## config.mk

```make
export PLATFORM = sky130hd
export DESIGN_NAME = updown_counter_n
export DESIGN_NICKNAME = d
export VERILOG_FILES = /design/src/rtl/counter_pkg.sv /design/src/rtl/jk_cell.sv /design/src/rtl/updown_counter_n.sv
export SDC_FILE = /design/constraint.sdc
export NUM_CORES = 1
export LEC_CHECK = 0
export CORE_ASPECT_RATIO = 0.7
export CORE_MARGIN = 10
export CORE_UTILIZATION = 34
export DETAILED_ROUTE_END_ITERATION = 8
export PLACE_DENSITY = 0.65
export RECOVER_POWER = 100
export SYNTH_ARGS = -nofsm -noshare
export SYNTH_HDL_FRONTEND = slang
export SYNTH_HIERARCHICAL = 1
export SYNTH_SLANG_ARGS = --single-unit
```

## constraint.sdc

```tcl
create_clock -name clk -period 5.54 [get_ports clk]
set_input_delay 0.831 -clock clk [delete_from_list [all_inputs] [get_ports clk]]
set_output_delay 0.831 -clock clk [all_outputs]
set_load 0.02 [all_outputs]
```

## src/rtl/counter_pkg.sv

```systemverilog
// Shared types and parameter limits for the
// modulo-N up/down counter.
package counter_pkg;

  typedef enum logic {
    CNT_WRAP     = 1'b0,
    CNT_SATURATE = 1'b1
  } cnt_mode_e;

  localparam int WIDTH_MIN   = 2;
  localparam int WIDTH_MAX   = 16;
  localparam int MODULUS_MIN = 2;

  function automatic bit params_ok(
    input int width,
    input int modulus
  );
    bit w_ok;
    bit m_ok;
    w_ok = (width >= WIDTH_MIN) &&
           (width <= WIDTH_MAX);
    m_ok = w_ok &&
           (modulus >= MODULUS_MIN) &&
           (modulus <= (1 << width));
    return w_ok && m_ok;
  endfunction

endpackage

```

## src/rtl/jk_cell.sv

```systemverilog
// One JK bistable; the parent computes J/K
// from the desired next state.
module jk_cell (
  input  logic clk,
  input  logic reset,
  input  logic j,
  input  logic k,
  output logic q
);

  always_ff @(posedge clk or negedge reset) begin
    if (!reset) begin
      q <= 1'b0;
    end else begin
      unique case ({j, k})
        2'b00:   q <= q;
        2'b01:   q <= 1'b0;
        2'b10:   q <= 1'b1;
        default: q <= ~q;
      endcase
    end
  end

endmodule

```

## src/rtl/updown_counter_n.sv

```systemverilog
// Modulo-N up/down counter with load, built
// from JK cells; wrap or saturate at bounds.
module updown_counter_n
  import counter_pkg::*;
#(
  parameter int        WIDTH   = 4,
  parameter int        MODULUS = 2 ** WIDTH,
  parameter cnt_mode_e MODE    = CNT_WRAP
) (
  input  logic             clk,
  input  logic             reset,
  input  logic             enable,
  input  logic             dir,
  input  logic             load,
  input  logic [WIDTH-1:0] load_value,
  output logic [WIDTH-1:0] count,
  output logic             terminal,
  output logic             wrapped,
  output logic             saturated
);

  if (!params_ok(WIDTH, MODULUS)) begin : g_bad
    $error("updown_counter_n: illegal WIDTH/MODULUS");
  end

  localparam logic [WIDTH-1:0] MAX_CNT =
    WIDTH'(MODULUS - 1);
  localparam bit SAT = (MODE == CNT_SATURATE);

  logic [WIDTH-1:0] q;
  logic [WIDTH-1:0] nxt;
  logic [WIDTH-1:0] j;
  logic [WIDTH-1:0] k;
  logic [WIDTH-1:0] ld_val;
  logic             at_max;
  logic             at_zero;
  logic             up_step;
  logic             dn_step;
  logic             boundary;

  assign count   = q;
  assign at_max  = (q == MAX_CNT);
  assign at_zero = (q == '0);
  assign up_step = enable & ~load & ~dir;
  assign dn_step = enable & ~load & dir;

  assign boundary = (up_step & at_max) |
                    (dn_step & at_zero);
  assign terminal = boundary;

  // Out-of-range loads clamp to the top value
  assign ld_val =
    (32'(load_value) >= 32'(MODULUS)) ?
    MAX_CNT : load_value;

  always_comb begin
    nxt = q;
    unique case (1'b1)
      load: nxt = ld_val;
      up_step: begin
        if (at_max) nxt = SAT ? MAX_CNT : '0;
        else        nxt = q + 1'b1;
      end
      dn_step: begin
        if (at_zero) nxt = SAT ? '0 : MAX_CNT;
        else         nxt = q - 1'b1;
      end
      default: nxt = q;
    endcase
  end

  assign j = nxt & ~q;
  assign k = ~nxt & q;

  for (genvar i = 0; i < WIDTH; i++) begin : g_bit
    jk_cell u_cell (
      .clk   (clk),
      .reset (reset),
      .j     (j[i]),
      .k     (k[i]),
      .q     (q[i])
    );
  end

  always_ff @(posedge clk or negedge reset) begin
    if (!reset) wrapped <= 1'b0;
    else        wrapped <= boundary;
  end

  if (SAT) begin : g_sat
    logic sat_q;
    always_ff @(posedge clk or negedge reset) begin
      if (!reset)      sat_q <= 1'b0;
      else if (load)   sat_q <= 1'b0;
      else if (enable) sat_q <= boundary;
    end
    assign saturated = sat_q;
  end else begin : g_nosat
    assign saturated = 1'b0;
  end

endmodule
```

### After elaboration in Yosys (flattened, before gate mapping)

Cells that the tools add are included.

| word-level totals | value |
|---|---|
| register bits | 5 |
| bits in latches | 0 |
| bits in writable memories | 0 |
| memory bits (read-only) | 0 |
| input bits | 9 |
| output and inout bits | 7 |
| logic and storage cells | 44 |
| memories kept | 0 |

| operators by class | value |
|---|---|
| add/subtract/negate cells | 2 |
| multipliers | 0 |
| divide/modulo/power cells | 0 |
| order comparisons | 0 |
| equality and inequality tests | 9 |
| shift-type cells | 0 |
| multiplexer cells | 7 |
| bitwise logic cells | 16 |
| reductions and logical operators | 5 |

Operators by type and width:

| operator | count |
|---|---|
| 1-bit one-hot mux with 3 select lines | 4 |
| 4-bit one-hot mux with 3 select lines | 1 |
| 4-bit bitwise AND | 2 |
| 2-bit by 1-bit == test with 1-bit output, second input constant | 4 |
| 2-bit == test, second input constant | 4 |
| 2-bit logical NOT | 4 |
| 4-bit 2-to-1 mux | 2 |
| 4-bit inverter | 2 |
| 1-bit inverter | 6 |
| 1-bit bitwise AND | 5 |
| 4-bit by 1-bit adder with 4-bit output, second input constant | 1 |
| 4-bit == test, second input constant | 1 |
| 4-bit logical NOT | 1 |
| 4-bit by 1-bit subtractor with 4-bit output, second input constant | 1 |
| 1-bit bitwise OR | 1 |

### Longest topological paths before layout

Gate-level depths: netlist of run 1.

| depth | value |
|---|---|
| depth after elaboration | 8 |
| gate-level depth with buffers | 10 |
| gate-level depth less buffers | 10 |

### Hierarchy

Netlist of run 1, hierarchy kept.

Modules (own cells, without submodules):

| module | instances | cells each | area each (um^2) | sequential area each (um^2) |
|---|---|---|---|---|
| jk_cell | 4 | 9 | 86.3 | 25.0 |
| updown_counter_n | 1 | 46 | 306.5 | 25.0 |

### Worst setup path before layout of run 1

OpenSTA, ideal clock, no wires.

| timing | value |
|---|---|
| kind | reg-to-reg |
| start | register g_bit[0].u_cell.q |
| end | register g_bit[3].u_cell.q |
| library setup time | 0.092 ns |
| arrival time | 2.448 ns |
| required time | 5.448 ns |
| setup slack | 3.001 ns |
| cell stages (with the launch flop) | 11 |
| buffers on the path | 0 |
| period minus slack after synthesis | 2.539 ns |
| cell sequence | dfrtp_1 -> inv_1 -> ha_1 -> nor2b_1 -> or4b_1 -> a32oi_1 -> and3b_1 -> inv_1 -> ha_1 -> nor2b_1 -> o31ai_2 |

| between the ends | value |
|---|---|
| word-level cells in the longest chain between the ends | 7 |
| elaborated cells between the ends (all ways) | 14 |
| those cells by class | add/sub (2); eq/ne (3); mux (4); bitwise (3); reduce/logical (2) |

RTL lines:

| item | RTL line | RTL |
|---|---|---|
| start: declaration | jk_cell.sv:8 | `output logic q` |
| start signal: assignment | jk_cell.sv:16 | `2'b00: q <= q;` |
| start signal: assignment | jk_cell.sv:19 | `default: q <= ~q;` |
| 4-bit by 1-bit subtractor with 4-bit output (tied with other cells) | updown_counter_n.sv:66 | `else nxt = q - 1'b1;` |
| 4-bit 2-to-1 mux (on tied branches) | updown_counter_n.sv:65, updown_counter_n.sv:61 |  |
| 4-bit one-hot mux with 3 select lines * | updown_counter_n.sv:58 | `unique case (1'b1)` |
| 4-bit inverter * | updown_counter_n.sv:73 | `assign k = ~nxt & q;` |
| 4-bit bitwise AND * | updown_counter_n.sv:73 |  |
| net k[3] | updown_counter_n.sv:33 | `logic [WIDTH-1:0] k;` |
| 2-bit == test (tied with other cells) | jk_cell.sv:15 | `unique case ({j, k})` |
| 1-bit one-hot mux with 3 select lines | jk_cell.sv:15 |  |
| end signal: assignment | jk_cell.sv:16 |  |
| end signal: assignment | jk_cell.sv:19 |  |
| end: declaration | jk_cell.sv:8 |  |

Mark *: on every way through the listed nets, which the timed path passes. The rest lies on a longest branch.
A chain may end at the register's enable or synchronous reset.

### Final worst setup path of run 1

| timing | value |
|---|---|
| start | input port dir |
| end | output port terminal |

| between the ends | value |
|---|---|
| word-level cells in the longest chain between the ends | 4 |
| elaborated cells between the ends (all ways) | 6 |
| those cells by class | bitwise (6) |

RTL lines:

| item | RTL line | RTL |
|---|---|---|
| start: declaration | updown_counter_n.sv:13 | `input logic dir,` |
| 1-bit inverter | updown_counter_n.sv:44 | `assign up_step = enable & ~load & ~dir;` |
| 1-bit bitwise AND | updown_counter_n.sv:44 |  |
| 1-bit bitwise AND | updown_counter_n.sv:47 | `assign boundary = (up_step & at_max) \|` |
| 1-bit bitwise OR * | updown_counter_n.sv:47 |  |
| end: declaration | updown_counter_n.sv:17 | `output logic terminal,` |

Mark *: on every way between the ends. The rest lies on a longest branch, timed or not.

==> results of run 1 <==
==> placed cells by master, fill, tap and decap left out <==
cell             netlist  layout
a211oi_1               1       1
a21oi_1                2       2
a22oi_1                2       2
a311o_1                1       1
a32oi_1                1       1
and2_1                 2       2
and2b_2                1       1
and3b_1                1       1
and4b_2                1       1
clkbuf_1               0       1
clkbuf_4               0       3
clkdlybuf4s50_1        0       5
conb_1                 1       1
dfrtp_1                5       5
dlygate4sd3_1          0       9
ha_1                  10      10
inv_1                 13      13
nand2_1                7       7
nand2b_2               1       1
nand3_1                2       2
nand3b_1               1       1
nor2_1                 5       5
nor2b_1               11      11
nor3_1                 3       3
o21ai_0                2       2
o22ai_1                1       1
o2bb2ai_1              1       1
o31ai_2                4       4
or4b_1                 1       1
xor2_1                 1       1
==> worst min-delay path, cell delays in order (launching register included) <==
cell	delay, ns
dfrtp_1	0.48
nand2_1	0.11
o31ai_2	0.06
==> cell families after synthesis <==
family                   count (synthesis)
flip-flops                               5
XOR/XNOR                                 1
adder cells (fa/ha/maj)                 10
other                                    1
AND/OR/NAND/NOR                         36
AO/OA/AOI/OAI                           15
buffers and inverters                   14
==> state kept, by name, indices dropped and copies added (netlist names) <==
name / flops
g_bit.u_cell/q: 4
wrapped: 1
==> worst min-delay path by stage <==
| stage | from | to | cells after the start |
|---|---|---|---|
| global placement | g_bit[0].u_cell/q | g_bit[0].u_cell/q | 2 |
| floorplan | reset | g_bit[0].u_cell/q | 0 |
| global route | g_bit[1].u_cell/q | g_bit[1].u_cell/q | 2 |
| detailed placement | g_bit[0].u_cell/q | g_bit[0].u_cell/q | 2 |
| finish | g_bit[1].u_cell/q | g_bit[1].u_cell/q | 2 |
| CTS | g_bit[0].u_cell/q | g_bit[0].u_cell/q | 2 |
==> stage by stage <==
step	utilization, %	power [µW]	instance area, µm²	hold slack (ns)	instances
after floorplan	-	258.5	651.9	0.5354	82
after global placement	44.18	327.8	812.0	0.6567	117
after detailed placement	44.18	339.5	812.0	0.6855	117
after CTS	45.61	385.1	838.3	0.6934	121
after global routing	45.61	417.4	838.3	0.7366	121
final	45.61	376.5	838.3	0.6852	121
==> routing by layer <==
layer / share of wire [%] / global-route usage [%] / vias to the layer above / wire (µm)
met5: 0 / 0 / - / 0
met1: 52 / 9.440 / 263 / 803
met2: 42 / 11.08 / 12 / 645
li1: - / - / 312 / -
met3: 4.4 / 2.456 / 2 / 67
met4: 1.4 / 5.234 / 0 / 22
==> final cells by class <==
| type | instances | area, µm² | share of cell area [%] |
|---|---|---|---|
| multi-input combinational | 63 | 470.5 | 56.12 |
| timing repair buffer | 14 | 140.1 | 16.72 |
| sequential | 5 | 125.1 | 14.93 |
| inverter | 13 | 48.80 | 5.821 |
| tap | 22 | 27.53 | 3.284 |
| clock buffer | 4 | 26.28 | 3.134 |
==> power groups by stage <==
stage	logic (µW)	registers (µW)	clock network, µW
finish	240	91.9	44.4
global route	270	96.6	50.5
CTS	249	91.7	44.5
detailed placement	247	92.0	0
global placement	238	90.0	0
floorplan	160	98.5	0
==> summary.txt, run 1 <==
Logic synthesis
  – Synth unique cells: 27
  – Portion of netlist area occupied by mux cells: 0%
  – Syn Area/Cell: 7.950 µm²
  – Top cell type's share of synthesized area: approximately a fifth
  – Most common cell in the netlist: inv_1
  – Adder-cell share of the synthesized area: a little under a fifth
  – Synth Area in Simple Gates: 31.67%
  – Top cells by area, synth: dfrtp_1 (19%), ha_1 (19%), nor2b_1 (11%), o31ai_2 (7.7%), inv_1 (7.5%)
  – Post-synthesis xor/xnor area fraction: between 1 and 1.5%
  – Syn. warnings: 6
  – Mapped Nets: approximately 100
  – Primary FF master, synth: dfrtp_1
  – Synthesized cell area: roughly 650 µm²
  – Synth Area in Compound Gates: roughly a fifth
  – EDFF count, synth: 0
  – Most frequent cells after synthesis: inv_1 (13), nor2b_1 (11), ha_1 (10), nand2_1 (7)
  – FF+latch count, synth: 5
  – Area leader, netlist: dfrtp_1
  – Largest family of logic cells by synthesized area: simple AND/OR/NAND/NOR gates
  – Synth async-reset ratio: 100.0%
  – Post-Synthesis Cells: approximately 80
  – Register area share after synthesis: 19.19%

Drt
  – Routed Antenna Nets: 0
  – Router iterations before antenna repair: 3
  – WL per Instance: 12.71 µm
  – Drt total wl: around 1500 µm
  – Vias/cell: 4.868
  – Drt drc: 0
  – Vias: 589
  – Drt initial violations: 24

Placed design
  – Placer Congestion: approximately 0.86
  – Detailed placement HPWL: 1275 µm
  – Pre-CTS WS: 2.216 ns
  – PortBufs: 14

Final layout
  – Share of layout cells above drive strength 1: between 10% and 20%
  – Area delta synth->final: 28.60%
  – Ant diodes: 0
  – Fill count: 186
  – Nets@finish: ~120

Power
  – Internal power: 198.1 µW
  – Clock power frac: 11.8%
  – Net Sw Frac: ~47%
  – P_sw: approximately 180 µW
  – Pwr Density: about 450 mW/mm²
  – Comb pwr share: ~64%
  – Seq pwr share: between 20% and 30%
  – Worst vdd ir: between 200 and 250 µV
  – Leak: between 0.0003 and 0.0004 µW

Critical path
  – CP Buf/Inv Count: 2
  – Worst stage delay on the critical path: ~0.71 ns
  – Delay-heaviest family, CP: buffers and inverters
  – Worst setup path end: terminal
  – Cell depth of the worst flop-to-flop path: 10
  – R2r endpoint: g_bit[3].u_cell/q
  – Crit path top cell by count: dlygate4sd3_1
  – Critical path startpoint category: input pin
  – Stages on the worst setup path: 5
  – FF-to-FF Start: g_bit[0].u_cell/q
  – Crit path DAT: about 2.7 ns
  – Worst Path Required: 4.71 ns
  – Start point of the critical path: dir
  – Worst R2R Setup Slack: between 2 and 3 ns
  – CP Cell Sequence: dlygate4sd3_1, nor2b_1, nand3_1, a21oi_1, dlygate4sd3_1
  – CP max-delay cell: dlygate4sd3_1
  – Largest fanout on the critical path: 6
  – CP Capture Type: primary output
  – WS Path Type: input pin to primary output

Floorplanning
  – Core area: 0.001838 mm²
  – Die area: approximately 0.0041 mm²
  – Die height: 56.64 µm
  – Initial Util: between 30 and 40%
  – Die W: around 72 µm
  – Site Rows: 13
  – I/O pins: 16

STA
  – Max-slew violation count: 0
  – Setup TNS: 0 ns
  – Minimum clock period after layout: ~3.5 ns
  – Max frequency: 0.2849 GHz
  – Final hold violations: 0
  – Setup Viol. Count Final: 0
  – RSZ-0062 raised after global routing: no
  – Clock skew: approximately 0.0066 ns
  – Fin worst setup slack: about 2.0 ns
  – Period utilization: between 60% and 70%

Outcome
  – Outcome: finished, final reports clean

GRT
  – Number of antenna violations at the first check in global routing: 0
  – First-pass GRT wire length: about 2600 µm
  – GRT overflow: 0
  – Largest net degree at the start of global routing: 13
  – Number of global-route vias before repair: 583
  – GRT Util Overall: under 10%

CTS
  – Clk sinks: 5
  – Clk slew on worst S/H paths: ~0.050 ns
  – CTS buffer count: 3
  – Clock buffer depth: 2
  – CTS tree: done
  – Post-CTS sizing: 0
  – # H-tree levels: 1
  – Clk_lat worst skew: approximately 0.25 ns
  – Number of setup buffers added after CTS: 0
  – Clk root buf: clkbuf_4
  – Hold-fix buffers, CTS: 0

Run
  – Max-cap viol count: 0

Hold path
  – Hold Crit Class: flop to flop
No activity file was read; power rests on OpenSTA's default activity.
==> run 2, diff against run 1 <==
==> constraint.sdc (replaced) <==
create_clock -name clk -period 3.6 [get_ports clk]
set_input_delay 0.54 -clock clk [delete_from_list [all_inputs] [get_ports clk]]
set_output_delay 0.54 -clock clk [all_outputs]
set_load 0.02 [all_outputs]
==> run 2 against run 1 <==
Final area shrank 1.5%. Clock power grew 49%. Via count grew 3.1%. Worst setup slack lost 1.3 ns. Clock skew is essentially flat. Die area is the same. First-iteration DRC count shrank 33%. Non-clock buffer count is the same. Total power grew 46%. Largest cell class unchanged.
==> summary.txt, run 2 (synthesis results as in run 1) <==
CTS
  – Clock buffer depth: 2
  – Clk root buf: clkbuf_4
  – # H-tree levels: 1
  – Clk slew on worst S/H paths: 0.05 ns
  – Hold-fix buffers, CTS: 0
  – CTS tree: done
  – Post-CTS sizing: 0
  – Clk sinks: 5
  – Number of setup buffers added after CTS: 0
  – Clk_lat worst skew: approximately 0.24 ns
  – CTS buffer count: 3

Drt
  – Drt initial violations: 16
  – WL per Instance: 11.78 µm
  – Drt drc: 0
  – Router iterations before antenna repair: 4
  – Drt total wl: 1425 µm
  – Routed Antenna Nets: 0
  – Vias: between 600 and 700
  – Vias/cell: around 5.0

Critical path
  – R2r endpoint: g_bit[3].u_cell/q
  – Crit path DAT: 2.37 ns
  – Cell depth of the worst flop-to-flop path: 10
  – WS Path Type: input pin to primary output
  – FF-to-FF Start: g_bit[0].u_cell/q
  – Largest fanout on the critical path: 8
  – Critical path startpoint category: input pin
  – CP Capture Type: primary output
  – Worst Path Required: just over 3 ns
  – Worst R2R Setup Slack: 1.00 ns
  – Start point of the critical path: load

Final layout
  – FF/Latch Area: 125.1 µm²
  – Fin area: just over 800 µm²
  – Max reg flops: 4
  – Area delta synth->final: 26.68%
  – Most common cell after layout, fill and taps aside: inv_1
  – Largest Register: g_bit.u_cell/q
  – Leading registers by flop count: g_bit.u_cell/q x4, wrapped x1
  – Multi-input gate area: 457.9 µm²
  – Share of layout cells above drive strength 1: ~7.1%
  – Ant diodes: 0
  – Nets@finish: between 100 and 150
  – Commonest non-fill, non-tap cells in the layout: inv_1 (13), nor2b_1 (11), ha_1 (10), dlygate4sd3_1 (8), nand2_1 (7)
  – Fill count: 200

GRT
  – Largest net degree at the start of global routing: 13
  – First-pass GRT wire length: approximately 2600 µm
  – Number of global-route vias before repair: between 500 and 600
  – GRT Util Overall: between 7 and 8%
  – Number of antenna violations at the first check in global routing: 0
  – GRT overflow: 0

Power
  – Leak: 0.0003758 µW
  – Pwr Density: 667.9 mW/mm²
  – Worst vdd ir: 259.3 µV

STA
  – Minimum clock period after layout: between 2 and 3 ns
  – Clock skew: ~0.0064 ns
  – Period utilization: between 80% and 90%
  – Max frequency: between 0.3 and 0.4 GHz
  – Setup TNS: 0 ns
  – RSZ-0062 raised after global routing: no
  – Final hold violations: 0
  – Setup Viol. Count Final: 0
  – Max-slew violation count: 0

Placed design
  – PortBufs: 14
  – Detailed placement HPWL: around 1200 µm
  – Post-Place Cell Area: slightly above 800 µm²
  – Placer Congestion: roughly 0.85

Floorplanning
  – Die area: approximately 0.004 mm²
  – Site Rows: 13
  – Die height: 56.64 µm
  – I/O pins: 16
  – Die W: a little over 70 µm
  – Initial Util: between 30% and 40%
  – Core area: approximately 0.0018 mm²

Outcome
  – Outcome: finished, final reports clean

Hold path
  – Hold Crit Class: input pin to asynchronous set/reset pin

Run
  – Max-cap viol count: 0
## run 2: routing by layer
metal	global-route usage (%)	routed length, µm
met2	9.838	620
met4	4.132	22
met3	1.404	74
met1	10.33	707
met5	0	0
## run 2: how the worst max path moves through the flow
stage                             end  slack, ns
floorplan           g_bit[3].u_cell/q       1.06
global placement    g_bit[3].u_cell/q       0.79
detailed placement  g_bit[3].u_cell/q       0.73
CTS                          terminal       0.85
global route                 terminal       0.62
finish                       terminal       0.69
## run 2: metrics by stage
step           hold slack, ns  cells  worst slack, ns  total power, µW  utilization, %
3_3_place_gp           0.6784    117           0.7860            498.0           44.18
6_report               0.5955    121           0.6852            551.6           44.93
3_5_place_dp           0.6826    117           0.7273            512.5           44.18
4_1_cts                0.5371    121           0.8501            584.5           45.61
2_1_floorplan          0.2444     82            1.061            397.8               -
5_1_grt                0.6153    121           0.6158            610.9           44.93
## run 2: worst max-delay path, stage by stage
cell and delay, ns:
dlygate4sd3_1 0.66, nand2b_1 0.28, a21oi_1 0.20, dlygate4sd3_1 0.70
## run 2: power by group
part	switching, µW	internal, µW	leakage (µW)
clock network	24.0	42.0	0.0000150
logic	173	173	0.000298
registers	58.5	80.4	0.0000627
## run 2: area by class of cell
type	instances	area share, %
Clock buffer	4	3.182
Inverter	13	5.909
Multi-Input combinational cell	63	55.45
Sequential cell	5	15.15
Tap cell	22	3.333
Timing Repair Buffer	14	16.97
